`src/rtl/seq_detect_param.sv`:
```
// seq_detect_param: serial pattern detector with KMP failure transitions,
// selectable Mealy/Moore match output, optional overlap and a saturating
// match counter.
module seq_detect_param #(
  parameter int unsigned           PATTERN_W = 4,
  parameter logic [PATTERN_W-1:0]  PATTERN   = 4'b1011,
  parameter bit                    MEALY     = 1'b1,
  parameter bit                    OVERLAP   = 1'b1,
  parameter int unsigned           COUNT_W   = 8
) (
  input  logic               clk,
  input  logic               reset_n,
  input  logic               in_valid,
  input  logic               x,
  input  logic               clear,
  output logic               match,
  output logic [COUNT_W-1:0] match_count
);

  // State = matched prefix length; Moore adds the "matched" state PATTERN_W.
  localparam int unsigned SW = $clog2(PATTERN_W + 1);
  localparam int unsigned NS = MEALY ? PATTERN_W : PATTERN_W + 1;
  localparam int unsigned NT = 2 ** SW;
  localparam int          PW = int'(PATTERN_W);

  // Low-order j ones.
  function automatic logic [31:0] low_mask(input int j);
    logic [31:0] m;
    m = '0;
    if (j > 0) m = 32'hFFFF_FFFF >> (32 - j);
    return m;
  endfunction

  // Pattern in arrival order: bit t holds the t-th bit received.
  function automatic logic [31:0] pat_rev();
    logic [31:0] r;
    r = '0;
    for (int t = 0; t < PW; t++) begin
      r = r | (((32'(PATTERN) >> (PW - 1 - t)) & 32'd1) << t);
    end
    return r;
  endfunction

  // Longest j <= maxj such that the last j bits of seq[len-1:0] equal
  // the first j pattern bits.
  function automatic int longest(input logic [31:0] seq, input int len,
                                 input int maxj);
    int   best;
    int   lim;
    logic found;
    logic [31:0] rev;
    rev   = pat_rev();
    best  = 0;
    found = 1'b0;
    lim   = (len < maxj) ? len : maxj;
    for (int j = lim; j > 0; j--) begin
      if (!found && (((seq >> (len - j)) & low_mask(j)) == (rev & low_mask(j)))) begin
        best  = j;
        found = 1'b1;
      end
    end
    return best;
  endfunction

  // State entered after a completed match.
  function automatic int post_match();
    int p;
    p = 0;
    if (OVERLAP) p = longest(pat_rev(), PW, PW - 1);
    return p;
  endfunction

  // Raw KMP step: result PATTERN_W means the pattern just completed.
  function automatic int raw_next(input int k, input int b);
    int          kk;
    logic [31:0] seq;
    kk  = (k >= PW) ? post_match() : k;
    seq = (pat_rev() & low_mask(kk)) | (32'(b) << kk);
    return longest(seq, kk + 1, PW);
  endfunction

  localparam int unsigned POST = int'(post_match());

  logic [SW-1:0]      raw_tab [NT][2];
  logic [SW-1:0]      state_q;
  logic [SW-1:0]      state_d;
  logic [SW-1:0]      raw_c;
  logic               complete_c;
  logic [COUNT_W-1:0] count_q;
  logic [COUNT_W-1:0] count_d;

  // Elaboration-time transition table indexed by [state][bit].
  for (genvar k = 0; k < int'(NT); k++) begin : g_row
    for (genvar b = 0; b < 2; b++) begin : g_col
      localparam int unsigned R = (k < int'(NS)) ? int'(raw_next(k, b)) : 0;
      assign raw_tab[k][b] = SW'(R);
    end
  end

  // Next-state and counter update for an accepted bit.
  always_comb begin
    state_d    = state_q;
    count_d    = count_q;
    raw_c      = raw_tab[state_q][x];
    complete_c = in_valid & (raw_c == SW'(PATTERN_W));
    if (in_valid) begin
      if (MEALY && complete_c) state_d = SW'(POST);
      else                     state_d = raw_c;
    end
    if (complete_c && (count_q != '1)) count_d = count_q + COUNT_W'(1);
  end

  // State and counter registers; reset beats clear beats normal update.
  always_ff @(posedge clk) begin
    if (!reset_n) begin
      state_q <= '0;
      count_q <= '0;
    end else if (clear) begin
      state_q <= '0;
      count_q <= '0;
    end else begin
      state_q <= state_d;
      count_q <= count_d;
    end
  end

  assign match_count = count_q;

  // Mealy flags the completing bit combinationally; Moore decodes the matched state.
  if (MEALY) begin : g_mealy
    assign match = in_valid & (state_q == SW'(PATTERN_W - 1)) & (x == PATTERN[0]);
  end else begin : g_moore
    assign match = (state_q == SW'(PATTERN_W));
  end

endmodule

```
`config.mk`:
```
export PLATFORM = sky130hd
export DESIGN_NAME = seq_detect_param
export DESIGN_NICKNAME = d
export VERILOG_FILES = /design/src/rtl/seq_detect_param.sv
export SDC_FILE = /design/constraint.sdc
export NUM_CORES = 1
export LEC_CHECK = 0
export ABC_AREA = 0
export BUFFER_PORTS_ARGS = -buffer_cell sky130_fd_sc_hd__buf_2
export CORE_AREA = 2 2 39 41
export CTS_BUF_LIST = sky130_fd_sc_hd__clkbuf_4
export DETAILED_ROUTE_END_ITERATION = 8
export DIE_AREA = 0 0 41 43
export GPL_TIMING_DRIVEN = 0
export PLACE_DENSITY = 0.63
export SLEW_MARGIN = 20
export SYNTH_ARGS = -nofsm -noshare
export SYNTH_HDL_FRONTEND = slang
export SYNTH_SLANG_ARGS = --single-unit
export TNS_END_PERCENT = 20
```
`constraint.sdc`:
```
create_clock -name clk -period 1.8 [get_ports clk]
set_input_delay 0.18 -clock clk [delete_from_list [all_inputs] [get_ports clk]]
set_output_delay 0.18 -clock clk [all_outputs]
set_load 0.05 [all_outputs]
```
---- Yosys cells after proc, flatten, opt, wreduce, memory -nomap -nowiden ----
Memories as Yosys holds them, arrays and structs flattened.
Index checks and enable logic that the tools add are counted.
W data, S select, Z words.
operators by class
  equal/unequal tests ..................... 3
  magnitude comparators ................... 2
  multiply operators ...................... 0
  bitwise gates (word level) .............. 6
  reductions and logical operators ........ 2
  shift operators ......................... 0
  add/sub/neg operators ................... 1
  divide/modulo/power cells ............... 0
  mux-type cells .......................... 6
operators with widths
  cell                   count
  $mux W3                4
  $mux W6                2
  $add A8 B1 Y8 const B  1
  $ne A8 B8 Y1 const B   1
  $ge A4 B4 Y1 const B   1
  $not A3 Y4             1
  $and A1 B1 Y1          3
  $eq A3 B2 Y1 const B   1
  $eq A3 B3 Y1 const B   1
  $ge A2 B2 Y1 const B   1
  $not A1 Y2             1
  $reduce_or A2 Y1       1
  $logic_and A1 B1 Y1    1
  $not A1 Y1             1
storage, ports and cells
  bits in writable memories ............... 0
  memories ................................ 1
  bits in latches ......................... 0
  output and inout bits ................... 9
  logic and storage cells ................. 23
  bits in read-only memories .............. 48
  bits in registers ....................... 11
memory list
  name             words  bits a word  rd ports  clocked after memory_dff  write ports  RTL line  text
  (no name shown)  8      6            1         0                         0            104       raw_c = raw_tab[state_q][x];

---- Longest topological paths before layout ----
  depth in word-level cells ............... 10
  depth in mapped cells ................... 5
  depth with buffers taken out ............ 5

---- Worst setup path after synthesis ----
Ideal clock, no wire load.
  path type ............................... reg-to-reg
  from .................................... register count_q[0], in the netlist match_count[0]
  to ...................................... register count_q[1], in the netlist match_count[1]
  required time ........................... 1.672 ns
  slack ................................... 0.034 ns
  setup time .............................. 0.128 ns
  data arrival time ....................... 1.638 ns
  stages on the path, launching flop included .. 6
  cell sequence ........................... dfxtp_1 ha_1 nand3_1 o211ai_4 mux2i_1 nor2_1
on the way
  word-level cells in the longest chain between the ends .. 2
  elaborated cells on any way between the ends .. 3
  classes of those cells .................. add/sub (1); eq/ne (1); reduce/logical (1)
RTL lines
  what                                                   RTL line  text
  start: declaration                                     89        logic [COUNT_W-1:0] count_q;
  start signal: assignment                               123       count_q <= count_d;
  branches (longest 2 deep; another with $add A8 B1 Y8)  --
Several ways; the timed one is not identified.
A chain may end at the register's enable or synchronous reset.

---- Worst setup path in the final report ----
  from .................................... register count_q[0], in the netlist match_count[0]
  to ...................................... register count_q[6], in the netlist match_count[6]
Same word-level chain as after synthesis.

==> impl.org <==
** Status
- Run status :: finished, final reports clean

** STA
- Worst slew margin relative to its limit :: 71.1%
- Worst Skew :: 0.0107 ns
- Number of endpoints with negative hold slack in the final report :: 0
- Final count of pins violating max slew :: 0
- Final Setup Violations :: 0
- Setup repair after global routing left no endpoint under its margin.
- Derived from the worst setup path, the maximum achievable clock frequency is 645 MHz.
- The worst path in the final design needs a cycle of 1.55 ns, including I/O delays and setup.
- At the pin with the least slew margin, the transition time is 0.434 ns.
- Setup TNS after final layout :: 0 ns
- The final critical path takes up 86.1% of the cycle.
- Setup ws final :: 0.250 ns

** Route
- Dividing the detail-routed via count by the number of cells gives 5.15.
- For this block, the initial DRC count from the detailed router was 15.
- DRT antenna net count :: 0
- Count of vias placed by the detailed router :: 458
- Detailed Routing Iterations Pass 1 :: 4
- The final layout contains routed wiring with a total length of 993 microns.
- Mean routed wirelength per cell :: 11.2 microns
- Remaining DRCs :: 0

** Floorplanning
- Number of core rows :: 14
- The die is 43 microns tall.
- Once the floorplan was initialized, standard cells occupied 37.6% of the core.
- Die Width :: 41 microns
- Pin placement for this block handled 14 I/O pins.
- In this run the standard cell core region covers 1380 sq um.
- Die footprint :: 1760 sq um

** Hold path
- For hold timing, the worst endpoint is state_q[2].
- WHS Path Cells :: 2
- Launch instance of the worst min-delay path :: in_valid
- Path category of the worst min-delay check :: input pin to flop

** Power and ir drop
- P_leak :: 0.243 nW
- Power per standard cell area :: 672 nW/um^2
- The completed layout was analyzed and its total power is 0.425 mW.
- IR analysis of the VDD net gives a maximum drop of 0.445 mV.

** Clock network
- Bufs on Longest Clock Path :: 2
- Sinks on Clock Net :: 11
- After clock tree synthesis, the clock-pin slew on the worst setup and hold paths is 0.08 ns.
- Post-CTS setup buffer count :: 0
- Cells resized by post-CTS repair :: 0
- Total CTS buffers :: 3
- In this run the clock root is driven by a sky130_fd_sc_hd__clkbuf_4.
- TritonCTS built the clock tree.
- For this design, the CTS-stage hold fixing added 0 buffers.
- Clock latency on the worst-skew pair, taken at its later pin, is 0.27 ns.
- CTS built an H-tree with a depth of 1.

** Final layout
- At the end of the flow, the number of nets in the layout was 80.
- The post-route netlist has 27.4% of its cells at a drive strength greater than 1.
- From synthesis to final layout, the design area changed by 21.6%.
- Commonest cells after routing, fill and taps aside :: 13 x sky130_fd_sc_hd__buf_2, 11 x sky130_fd_sc_hd__dfxtp_1, 6 x sky130_fd_sc_hd__a21oi_1
- Final non-filler cell area :: 633 sq um
- The library cell used most frequently in the layout, excluding fill and tap cells, is sky130_fd_sc_hd__buf_2.
- The number of antenna diodes in the final layout is 0.
- Filler cell count in the final layout :: 143

** Setup path
- The largest single stage delay on the critical path is 0.42 ns.
- The critical path contains buffers and inverters numbering 0 combined.
- Data arrival, critical path :: 1.74 ns
- For the worst flop-to-flop path, the logic depth is 5.
- The worst setup path is launched from a flop.
- FF-to-FF Start :: match_count[0]
- Slowest stage cell on the critical path :: sky130_fd_sc_hd__or4_1
- The worst setup path is captured at a flop.
- The cell family contributing the most delay on the critical path is simple AND/OR/NAND/NOR gates.
- Worst-path maximum fanout :: 6
- Critical path class :: flop to flop
- Critical Path, Cell by Cell :: ha_1 -> nand3_1 -> o211ai_4 -> or4_1 -> a21oi_1
- Register-to-register path setup slack :: 0.25 ns
- Required time of the critical path :: 1.99 ns
- Reg-to-reg endpoint :: match_count[6]

** Logic synthesis
- The number of nets handed over by synthesis was 62.
- A synthesized cell averages 9.29 sq um.
- For this run, the number of Yosys warnings is 0.
- Number of standard cells after synthesis :: 56
- Number of storage elements in the synthesis netlist :: 11
- After synthesis, flip-flops and latches occupy 42.3% of the total area.
- Count of distinct cell types in the synthesized netlist :: 24
- After synthesis the cells add up to 520 sq um.

** Flow run
- Across the run, the number of max-cap violations was 0.

** GRT
- Maximum number of pins on one net before global-route repair :: 11
- The first global-routing pass estimated 1.75 mm of wire.
- The number of global-route vias before repair was 422.
- Overflow left after global routing :: 0
- Across every metal layer, demand over resource in global routing totals 14.7%.
- The number of antenna violations at the first check in global routing is 0.

** Place
- The congestion estimate from routability-driven global placement came to 0.729.
- Worst setup slack before clock tree synthesis :: 0.273 ns
- Port buffering added 13 buffers.
- After legalization and detailed placement, the total HPWL measured 718 microns.
- Placed inst area :: 606 sq um
## synthesized netlist by cell type (all sizes together)
| master | instances | share of area [%] |
|---|---|---|
| or4 | 1 | 1.4 |
| o211ai | 1 | 4.1 |
| and4b | 1 | 2.6 |
| ha | 1 | 2.4 |
| dfxtp | 11 | 42 |
| and2 | 1 | 1.2 |
| mux2i | 1 | 1.9 |
| and3 | 1 | 1.2 |
| o31ai | 1 | 1.4 |
| o21ai | 3 | 2.9 |
| o2111ai | 2 | 4.6 |
| or3 | 3 | 3.6 |
| clkbuf | 1 | 0.72 |
| nor2 | 4 | 2.9 |
| nand3b | 1 | 1.4 |
| o22ai | 1 | 1.2 |
| nand4 | 1 | 1.2 |
| xor2 | 3 | 5.0 |
| nand2 | 4 | 2.9 |
| nor3b | 1 | 1.4 |
| nand3 | 3 | 2.9 |
| nand2b | 4 | 4.8 |
| a21oi | 6 | 5.8 |
## worst max-delay path by stage
| stage | endpoint | slack, ns | cells past startpoint | startpoint |
|---|---|---|---|---|
| after detailed placement | match_count[6] | 0.27 | 5 | match_count[0] |
| after CTS | match_count[6] | 0.24 | 5 | match_count[0] |
| final | match_count[6] | 0.25 | 5 | match_count[0] |
| after global placement | match_count[6] | 0.29 | 5 | match_count[0] |
| after floorplan | match_count[1] | 0.03 | 5 | match_count[0] |
| after global routing | match_count[7] | 0.15 | 5 | match_count[0] |
## stage by stage
stage | std cells | hold WS, ns | util, %
floorplan | 56 | 0.256 | -
detailed placement | 85 | 0.420 | 43.8
global placement | 85 | 0.415 | 43.8
CTS | 89 | 0.130 | 45.8
finish | 89 | 0.131 | 45.8
global route | 89 | 0.141 | 45.8
## area by class of cell
type	count	area [sq um]	area share [%]
flip-flops and latches	11	220	34.8
multi-input cells	44	297	46.8
plain buffers	1	3.75	0.593
clock buffers	3	22.5	3.56
well taps	16	20.0	3.16
clock inverters	1	5.00	0.791
repair buffers	13	65.1	10.3
## sequential cells by signal, summed over array words and instances (netlist names)
| name | flops |
|---|---|
| match_count | 8 |
| state_q | 3 |
## metal layers
| metal | global-route usage, % | share of wire [%] | vias up |
|---|---|---|---|
| li1 | - | - | 243 |
| met1 | 19.6 | 48 | 206 |
| met2 | 20.3 | 46 | 9 |
| met3 | 6.28 | 5.9 | 0 |
| met4 | 6.00 | 0 | 0 |
| met5 | 0 | 0 | - |
## power breakdown
part / switching (mW) / internal [mW]
combinational: 0.00824 / 0.00625
sequential: 0.000920 / 0.244
clock: 0.0840 / 0.0822
## cell families (layout without fill, tap and decap cells)
family | after synthesis | in the layout | share of synthesized area, %
compound gates | 14 | 14 | 20.0
buf+inv | 1 | 18 | 0.720
xor+xnor | 3 | 3 | 5.05
mux | 1 | 1 | 1.92
simple gates | 25 | 25 | 27.6
flops | 11 | 11 | 42.3
fa+ha+maj | 1 | 1 | 2.40
Note: power is estimated with default switching activity, not from simulation.
